[src/rtl/pipe_stage_reg.sv]
// ---------------------------------------------------------------------------
// pipe_stage_reg
//
// Elastic pipeline-stage register used between core stages (IF/ID, ID/EX,
// EX/MEM, MEM/WB). It carries a generic control bundle and data bundle with a
// valid/ready handshake. A 2-entry skid buffer (main + skid) gives full
// throughput while keeping in_ready a pure register output.
//
// Optional feature macro: PIPE_PERF_CNT_EN
//   When defined, the stall_cnt and bubble_cnt performance counter ports and
//   their logic are present; when undefined they are absent.
//
// Ports:
//   clk        clock, rising edge
//   rst        asynchronous active-high reset
//   flush      discard all held and incoming entries this cycle
//   in_valid   upstream entry present
//   in_ready   stage can accept (registered, = ~skid_v)
//   in_ctrl    upstream control bundle (all-zero = no-op)
//   in_data    upstream data bundle
//   out_valid  entry presented downstream
//   out_ready  downstream accepts
//   out_ctrl   control bundle, forced to 0 when out_valid=0
//   out_data   data bundle, don't-care when out_valid=0
//   stall_cnt  cycles with out_valid=1 & out_ready=0 (PIPE_PERF_CNT_EN)
//   bubble_cnt cycles with out_valid=0 & out_ready=1 (PIPE_PERF_CNT_EN)
// ---------------------------------------------------------------------------
module pipe_stage_reg #(
  parameter int CTRL_W = 8,
  parameter int DATA_W = 128,
  parameter int CNT_W  = 32
) (
  input  logic              clk,
  input  logic              rst,
  input  logic              flush,
  input  logic              in_valid,
  output logic              in_ready,
  input  logic [CTRL_W-1:0] in_ctrl,
  input  logic [DATA_W-1:0] in_data,
  output logic              out_valid,
  input  logic              out_ready,
  output logic [CTRL_W-1:0] out_ctrl,
  output logic [DATA_W-1:0] out_data
`ifdef PIPE_PERF_CNT_EN
  ,
  output logic [CNT_W-1:0]  stall_cnt,
  output logic [CNT_W-1:0]  bubble_cnt
`endif
);

  // Bit 0 of the encoding is main_v, bit 1 is skid_v; 2'b10 is unreachable.
  typedef enum logic [1:0] {
    EMPTY = 2'b00,
    ONE   = 2'b01,
    FULL  = 2'b11
  } state_t;

  state_t            state, state_nxt;
  logic              main_v, skid_v;
  logic [CTRL_W-1:0] main_ctrl, skid_ctrl;
  logic [DATA_W-1:0] main_data, skid_data;

  logic accept, pop;
  logic ld_main_in, ld_main_skid, ld_skid_in;

  assign main_v = state[0];
  assign skid_v = state[1];

  assign in_ready  = ~skid_v;
  assign out_valid = main_v;
  assign out_ctrl  = main_v ? main_ctrl : '0;
  assign out_data  = main_data;

  assign accept = in_valid & in_ready;
  assign pop    = main_v & out_ready;

  always_comb begin
    state_nxt    = state;
    ld_main_in   = 1'b0;
    ld_main_skid = 1'b0;
    ld_skid_in   = 1'b0;
    if (flush) begin
      state_nxt = EMPTY;
    end else begin
      unique case (state)
        EMPTY: begin
          if (accept) begin
            state_nxt  = ONE;
            ld_main_in = 1'b1;
          end
        end
        ONE: begin
          if (accept && pop) begin
            ld_main_in = 1'b1;
          end else if (accept) begin
            state_nxt  = FULL;
            ld_skid_in = 1'b1;
          end else if (pop) begin
            state_nxt = EMPTY;
          end
        end
        FULL: begin
          if (pop) begin
            state_nxt    = ONE;
            ld_main_skid = 1'b1;
          end
        end
        default: state_nxt = EMPTY;
      endcase
    end
  end

  always_ff @(posedge clk or posedge rst) begin
    if (rst) begin
      state <= EMPTY;
    end else begin
      state <= state_nxt;
    end
  end

  // Control bundles are zeroed by flush so a flushed stage reads as a no-op.
  always_ff @(posedge clk or posedge rst) begin
    if (rst) begin
      main_ctrl <= '0;
      skid_ctrl <= '0;
    end else if (flush) begin
      main_ctrl <= '0;
      skid_ctrl <= '0;
    end else begin
      if (ld_main_in)        main_ctrl <= in_ctrl;
      else if (ld_main_skid) main_ctrl <= skid_ctrl;
      if (ld_skid_in)        skid_ctrl <= in_ctrl;
    end
  end

  // Data is left untouched by flush; the load strobes are already zero then.
  always_ff @(posedge clk or posedge rst) begin
    if (rst) begin
      main_data <= '0;
      skid_data <= '0;
    end else begin
      if (ld_main_in)        main_data <= in_data;
      else if (ld_main_skid) main_data <= skid_data;
      if (ld_skid_in)        skid_data <= in_data;
    end
  end

`ifdef PIPE_PERF_CNT_EN
  // Counters wrap naturally and ignore flush.
  always_ff @(posedge clk or posedge rst) begin
    if (rst) begin
      stall_cnt  <= '0;
      bubble_cnt <= '0;
    end else begin
      if (out_valid && !out_ready)  stall_cnt  <= stall_cnt + 1'b1;
      if (!out_valid && out_ready)  bubble_cnt <= bubble_cnt + 1'b1;
    end
  end
`endif

endmodule

[config.mk]
export PLATFORM = sky130hd
export DESIGN_NAME = pipe_stage_reg
export DESIGN_NICKNAME = d
export VERILOG_FILES = /design/src/rtl/pipe_stage_reg.sv
export SDC_FILE = /design/constraint.sdc
export NUM_CORES = 1
export LEC_CHECK = 0
export CORE_MARGIN = 3
export CORE_UTILIZATION = 50
export DETAILED_ROUTE_END_ITERATION = 10
export PLACE_DENSITY = 0.82
export RECOVER_POWER = 100
export SETUP_SLACK_MARGIN = 0.15
export SYNTH_ARGS = -nofsm -noshare
export SYNTH_HDL_FRONTEND = slang
export SYNTH_SLANG_ARGS = --single-unit
[constraint.sdc]
create_clock -name clk -period 9.8 [get_ports clk]
set_clock_uncertainty 0.05 [all_clocks]
set_input_delay 1.47 -clock clk [delete_from_list [all_inputs] [get_ports clk]]
set_output_delay 1.47 -clock clk [all_outputs]
set_load 0.02 [all_outputs]
==> Yosys cells after proc, flatten, opt, wreduce, memory -nomap -nowiden <==
Index checks and enable logic that the tools add are counted.
{ "totals": {"elab_cells": 45, "ff_bits": 274, "romBits": 0, "ramBits": 0, "latchBits": 0, "n_memories": 0} }
{ "classes": {"n_bitwise": 3, "n_lt_le_gt_ge": 0, "addsub": 0, "n_eq_ne": 6, "n_mul": 0, "div_mod_pow": 0, "mux": 25, "shifts": 0, "n_reduce_logical": 6} }
{ "op_table": {"columns": ["op", "n"], "rows": [
  ["2-to-1 mux 128 bit", 2],
  ["2-to-1 mux 8 bit", 6],
  ["2-to-1 mux 2 bit", 6],
  ["2-to-1 mux 1 bit", 9],
  ["inequality test 3 bit (second input constant)", 3],
  ["one-hot mux 2 bit (3 select lines)", 1],
  ["inequality test 4 bit (second input constant)", 1],
  ["AND reduction 4 bit", 1],
  ["nonzero test 2 bit", 2],
  ["nonzero test 3 bit", 1],
  ["bitwise AND 1 bit", 2],
  ["equality test 2 x 1 -> 1 bit (second input constant)", 1],
  ["equality test 2 bit (second input constant)", 1],
  ["logical NOT 2 bit", 1],
  ["one-hot mux 1 bit (2 select lines)", 1],
  ["logical AND 1 bit", 1],
  ["NOT 1 bit", 1]
]} }

==> Longest topological paths before layout <==
Gate-level depths: netlist of run 1.
{ "logic_depth": {"depth_word": 8, "mapped_depth": 10} }

==> Worst setup path before layout of run 1 <==
Ideal clock, no wire load.
{ "synth_path": {"kind": "input to register", "startpoint": "in in_valid", "endpoint": "reg skid_data[113]", "t_required_ps": 9625, "setup_slack_ps": 7033, "arrival_ps": 2592, "path_stages": 6, "n_path_buf": 2, "setup_time_ps": 125, "path_cell_list": "nand3b_1 a21oi_1 nor2b_1 buf_2 buf_2 mux2_2"} }
{ "synth_between": {"elab_chain_len": 5, "word_cells_on_any_way": 6, "classes_between": "mux: 4; bitwise: 1; reduce/logical: 1"} }
{ "synth_rtl": {"columns": ["element", "line_no", "text"], "rows": [
  ["start: declaration", "36", "input logic in_valid,"],
  ["bitwise AND 1 bit (*)", "74", "assign accept = in_valid & in_ready;"],
  ["2-to-1 mux 1 bit or logical AND 1 bit (tied branches)", "95, 93", null],
  ["2-to-1 mux 1 bit (*)", "93", "if (accept && pop) begin"],
  ["2-to-1 mux 1 bit (*)", "85", "unique case (state)"],
  ["2-to-1 mux 1 bit (*)", "82", "if (flush) begin"],
  ["end signal: assignment", "144", "if (ld_skid_in) skid_data <= in_data;"],
  ["end: declaration", "61", "logic [DATA_W-1:0] main_data, skid_data;"]
]} }
Every way passes the cells marked *; elsewhere a longest branch is shown, timed or not.
A chain may end at the register's enable or synchronous reset.

==> Worst setup path in the final report of run 1 <==
{ "layout_path": {"startpoint": "in out_ready", "endpoint": "reg main_data[69] (netlist: out_data[69])"} }
{ "layout_between": {"elab_chain_len": 6, "word_cells_on_any_way": 10, "classes_between": "mux: 7; bitwise: 1; reduce/logical: 2"} }
{ "layout_rtl": {"columns": ["element", "line_no", "text"], "rows": [
  ["start: declaration", "41", "input logic out_ready,"],
  ["bitwise AND 1 bit (*)", "75", "assign pop = main_v & out_ready;"],
  ["logical AND 1 bit", "93", null],
  ["2-to-1 mux 1 bit", "93", null],
  ["one-hot mux 1 bit (2 select lines)", "85", null],
  ["2-to-1 mux 1 bit", "82", null],
  ["2-to-1 mux 128 bit or nonzero test 2 bit (tied branches)", null, null],
  ["end signal: assignment", "142", "if (ld_main_in) main_data <= in_data;"],
  ["end signal: assignment", "143", "else if (ld_main_skid) main_data <= skid_data;"],
  ["end: declaration", "61", null]
]} }
Marked as above.

==> impl_metrics.json, run 1 <==
{
  "synthAdderAreaFrac_pct": 0.430,
  "antenna_found_initial": 1,
  "cts_tree": "yes",
  "drive_gt1_share_pct": 19.0,
  "portBuffers": 278,
  "final_max_slew_viol_count": 261,
  "hp-class": "flop to flop",
  "yosysTopAreaCell": "dfrtp_1",
  "synth_seq_cells": 274,
  "synth_top_family_by_area": "compound AO/OA/AOI/OAI gates",
  "fin_util_pct": 67.0,
  "synthMuxAreaShare_pct": 13.3,
  "dp_hpwl_um": 17500,
  "first_pass_iters": 4,
  "start_util_pct": 51.1,
  "core_sq_mm": 0.0228,
  "vias": 8055,
  "synthSimpleGateAreaFrac_pct": 8.39,
  "syn_avg_cell_area_sq_um": 14.5,
  "peakVddDrop_mv": 0.153,
  "layout.nets": 1190,
  "grt_start_max_net_pins": 141,
  "yosysWarnings": 0,
  "yosysMostFrequentCell": "dfrtp_1",
  "fin_setup_tns_ps": 0,
  "cts.reportedPaths.clkPinSlew_ps": 60,
  "period_share_pct": 58.5,
  "yosys-top-cells-count": "dfrtp_1, mux2_2, or3_1",
  "p_switching_w": 0.00152,
  "wl_per_cell_um": 20.8,
  "cts.sinks": 274,
  "ant_nets": 0,
  "die_h_um": 159,
  "ys.flop_type": "dfrtp_1",
  "clock_latency_ps": 540,
  "gp_congestion": 0.759,
  "synth_nets": 950,
  "ff2ff_setup_slack_ps": 4580,
  "pwr-share-clk_pct": 23.4,
  "slew_headroom_pct": -122,
  "grt_setup_unrepaired": "no",
  "cts.path.max_buffers": 3,
  "pwr-share-comb_pct": 35.2,
  "startpoint_type": "input port",
  "ys_top_cells_by_area": "dfrtp_1, mux2_2, o221a_1",
  "overflow": 0,
  "synth_enable_flop_cells": 0,
  "swShare_pct": 32.1,
  "dieArea_sq_mm": 0.0252,
  "finalCriticalPeriod_ps": 5740,
  "ctsHoldBuffers": 0,
  "cts_made_buffers": 29,
  "grtUsageTotal_pct": 22.2,
  "cap_viol_max_count": 5,
  "yosysSeqAreaShare_pct": 58.9,
  "p_int_w": 0.00322,
  "area_delta_synth_final_pct": 31.0,
  "routed_wl_um": 28700,
  "synth_top_area_share_pct": 58.9,
  "num_rows": 55,
  "drc": 0,
  "antennaDiodeCount": 0,
  "powerDensity_mw_per_mm2": 311,
  "cts_root_buf": "clkbuf_16",
  "drt_iter0_drc": 427,
  "cts.repair.resized": 0,
  "grt_pass1_wl_um": 44900,
  "die_x_um": 159,
  "vias_per_cell": 5.85,
  "p_seq_share_pct": 41.5,
  "max_freq_mhz": 174,
  "worst_pin_slew_ps": 3330,
  "setup_viol": 0,
  "cp.required_ps": 10160,
  "crit_arrival_ps": 6100,
  "p_leak_nw": 6.00,
  "io_pins": 279,
  "yosysUniqueCellTypes": 31,
  "synth_cells": 805,
  "path_class": "input port to flop",
  "grt_pass1_vias": 8147,
  "htreeDepth": 1,
  "synthArstFlopShare_pct": 100,
  "hold_violations": 0,
  "synth_xor_area_share_pct": 0.0752,
  "endpoint_kind": "flop",
  "violations": "capacitance limit, slew limit",
  "synth_compound_area_share_pct": 13.8,
  "syn-cell-area_sq_mm": 0.0116,
  "post_cts_buffers": 0,
  "status": "finished with violations",
  "path_max_fanout": 61
}
sequential cells by signal, summed over array words and instances (netlist names):
register and cells:
main_ctrl 8, out_data 128, skid_ctrl 8, skid_data 128, state 2
critical path: stages:
cell and delay, ps:
dlygate4sd3_1 610, a31oi_1 180, or2_0 2110, a21oi_4 90
clkbuf_1 960, o221a_1 640
cell usage in the layout, fill, tap and decap left out, types with 7 or more instances in the layout:
cell             instances
dlygate4sd3_1          141
clkinv_2                 7
clkdlybuf4s50_1        136
a22o_1                   8
a211oi_1                 8
mux2i_1                  9
o221a_1                110
or3_1                  128
clkbuf_1                 9
and2_1                   9
dfrtp_1                274
buf_4                    7
clkbuf_16               29
nor2_1                  13
mux2_2                 128
o221a_2                 18
cell type report:
| cell class | instances | area (sq um) |
|---|---|---|
| multi-input cells | 451 | 4200 |
| inverters | 3 | 18.8 |
| fillers | 1656 | 7530 |
| flip-flops and latches | 274 | 6860 |
| clock buffers | 39 | 793 |
| clock inverters | 12 | 164 |
| repair buffers | 286 | 2830 |
| well taps | 313 | 392 |
layer usage:
| metal | global-route usage (%) | wire length, um | vias to the layer above |
|---|---|---|---|
| li1 | - | - | 3590 |
| met1 | 30.8 | 11700 | 4117 |
| met2 | 34.9 | 13800 | 283 |
| met3 | 5.41 | 2170 | 63 |
| met4 | 6.60 | 953 | 2 |
| met5 | 0 | 11 | - |
power groups by stage:
stage	combinational [W]	sequential [W]	clock, W
after global placement	0.00173	0.00196	0
after floorplan	0.000749	0.00222	0
after detailed placement	0.00177	0.00198	0
final	0.00167	0.00197	0.00111
after global routing	0.00179	0.00203	0.00117
after CTS	0.00178	0.00197	0.00113
cells by family after synthesis:
family	count (synthesis)
DFF	274
and+or+nand+nor	159
AOI/OAI and AO/OA	149
muxes	138
buffers and inverters	80
adders and majority gates	4
xor gates and xnor gates	1
per-stage QoR:
step	total power, W	std cells	setup WS [ps]	hold slack [ps]	area [sq um]
after floorplan	0.00297	805	728	415	11600
after global placement	0.00368	1327	5600	433	14300
after detailed placement	0.00376	1327	5570	432	14300
after CTS	0.00488	1378	6130	454	15300
after global routing	0.00499	1378	3600	467	15300
final	0.00474	1378	4060	454	15300
path summary, 6_finish.rpt:
path | from | to | cells past startpoint
setup / recovery | out_ready | out_data[69]$_DFFE_PP0P_ | 6
hold / removal | skid_ctrl[2]$_DFFE_PP0P_ | skid_ctrl[2]$_DFFE_PP0P_ | 1
setup reg to reg | state[0]$_DFFE_PP0P_ | out_data[69]$_DFFE_PP0P_ | 7
hold reg to reg | skid_ctrl[2]$_DFFE_PP0P_ | skid_ctrl[2]$_DFFE_PP0P_ | 1
max in group asynchronous | rst | skid_data[79]$_DFFE_PP0P_ | 3
min in group asynchronous | rst | out_data[13]$_DFFE_PP0P_ | 2
No activity file was read; power rests on OpenSTA's default activity.
==> run 2, diff against run 1 <==
Clock period 9.8 ns to 5.3 ns, I/O delays scaled along.
==> impl_metrics.json, run 2 (synthesis results as in run 1) <==
{
  "final_common_cell": "dfrtp_1",
  "cts_root_buf": "clkbuf_16",
  "cap_viol_max_count": 3,
  "grtUsageTotal_pct": 22.3,
  "drc": 0,
  "pwr-share-comb_pct": 34.8,
  "pwr-share-clk_pct": 24.1,
  "htreeDepth": 1,
  "die_x_um": 159,
  "grt_start_max_net_pins": 123,
  "drt_iter0_drc": 513,
  "period_share_pct": 71.9,
  "rr_worst_depth": 6,
  "first_pass_iters": 6,
  "antennaDiodeCount": 0,
  "path_class": "flop to flop",
  "antenna_found_initial": 1,
  "layout.nets": 1190,
  "setup_viol": 0,
  "finalNonFillerCells": 1380,
  "overflow": 0,
  "cts.sinks": 274,
  "dieArea_sq_mm": 0.0252,
  "peakVddDrop_mv": 0.334,
  "post_cts_buffers": 0,
  "grt_setup_unrepaired": "no",
  "p_leak_nw": 6.05,
  "ant_nets": 0,
  "cp.required_ps": 5650,
  "final_cell_mix": "dfrtp_1, dlygate4sd3_1, clkdlybuf4s50_1",
  "ctsHoldBuffers": 0,
  "fillCellCount": 1612,
  "cts_tree": "yes",
  "portBuffers": 278,
  "cts.repair.resized": 0,
  "cts.path.max_buffers": 3,
  "worstHoldPathCells": 1,
  "multiInputGateArea_sq_mm": 0.00420,
  "status": "finished with violations",
  "p_int_w": 0.00604,
  "placed_area_sq_mm": 0.0144,
  "p_seq_share_pct": 41.1,
  "hp-class": "flop to flop",
  "core_sq_mm": 0.0228,
  "powerDensity_mw_per_mm2": 578,
  "grt_pass1_vias": 8254,
  "setup_ws_ps": 1490,
  "area_delta_synth_final_pct": 31.9,
  "wl_per_cell_um": 21.0,
  "path_max_fanout": 59,
  "drive_gt1_share_pct": 19.8,
  "finalCriticalPeriod_ps": 3810,
  "hold_violations": 0,
  "fin_setup_tns_ps": 0,
  "startpoint_type": "flop",
  "max_freq_mhz": 263,
  "num_rows": 55,
  "gp_congestion": 0.729,
  "dp_hpwl_um": 18000,
  "start_util_pct": 51.1,
  "design_area_sq_mm": 0.0154,
  "p_switching_w": 0.00283,
  "die_h_um": 159,
  "cts.reportedPaths.clkPinSlew_ps": 60,
  "pre_cts_slack_ps": 1650,
  "final_max_slew_viol_count": 129,
  "endpoint_kind": "flop",
  "crit_arrival_ps": 4160,
  "swShare_pct": 31.9,
  "violations": "capacitance limit, slew limit",
  "cts_made_buffers": 28,
  "worst_pin_slew_ps": 1790,
  "vias": 8027,
  "vias_per_cell": 5.82,
  "clock_latency_ps": 530,
  "routed_wl_um": 29000,
  "seqCellArea_sq_mm": 0.00686,
  "grt_pass1_wl_um": 45000,
  "placed_cells": 1328,
  "slew_headroom_pct": -19.6,
  "io_pins": 279
}
## run 2: cell types whose count changed in the layout (fill, tap and decap cells not counted), moves of 2 or more
cell,change
buf_12,+3
clkdlybuf4s50_1,+2
clkbuf_1,-3
dlygate4sd3_1,-2
bufinv_16,+2
## run 2: layout make-up
cell class | count | area share, %
Inverter | 3 | 0.0815
Multi-Input combinational cell | 451 | 27.4
Clock inverter | 15 | 1.48
Sequential cell | 274 | 44.6
Clock buffer | 37 | 5.12
Tap cell | 313 | 2.55
Timing Repair Buffer | 287 | 18.8
## run 2: critical path, cell delays in order, from the launching register on
cell	delay, ps
dfrtp_1	570
ha_1	340
nand3b_1	160
a21oi_1	100
nand2b_2	1150
clkbuf_1	880
mux2_2	420
## run 2: final timing paths
check	slack (ps)	startpoint	end
setup / recovery	1490	state[0]$_DFFE_PP0P_	skid_data[15]$_DFFE_PP0P_
hold reg to reg	450	skid_ctrl[1]$_DFFE_PP0P_	skid_ctrl[1]$_DFFE_PP0P_
max in group asynchronous	2860	rst	out_data[62]$_DFFE_PP0P_
min in group asynchronous	1070	rst	out_data[113]$_DFFE_PP0P_
setup reg to reg	1490	state[0]$_DFFE_PP0P_	skid_data[15]$_DFFE_PP0P_
hold / removal	450	skid_ctrl[1]$_DFFE_PP0P_	skid_ctrl[1]$_DFFE_PP0P_
## run 2: power by group through the flow
stage          Clock [W]  Combinational, W  Sequential (W)
5_1_grt          0.00227           0.00330         0.00376
4_1_cts          0.00217           0.00330         0.00366
3_3_place_gp           0           0.00319         0.00363
2_1_floorplan          0           0.00139         0.00410
6_report         0.00214           0.00309         0.00365
3_5_place_dp           0           0.00329         0.00367
## run 2: per-stage QoR
step / total power, W / utilization, % / hold WS, ps
final: 0.00888 / 67.4 / 452
after CTS: 0.00913 / 67.5 / 454
after global placement: 0.00683 / 63.0 / 431
after detailed placement: 0.00696 / 63.0 / 431
after global routing: 0.00933 / 67.4 / 464
after floorplan: 0.00549 / - / 415
## run 2: routing by layer
| layer | share of wire, % | global-route usage [%] | up-vias |
|---|---|---|---|
| met5 | 0.045 | 0 | - |
| met4 | 2.5 | 5.90 | 2 |
| met3 | 7.4 | 5.60 | 48 |
| met2 | 48 | 35.8 | 262 |
| met1 | 42 | 30.5 | 4135 |
| li1 | - | - | 3580 |
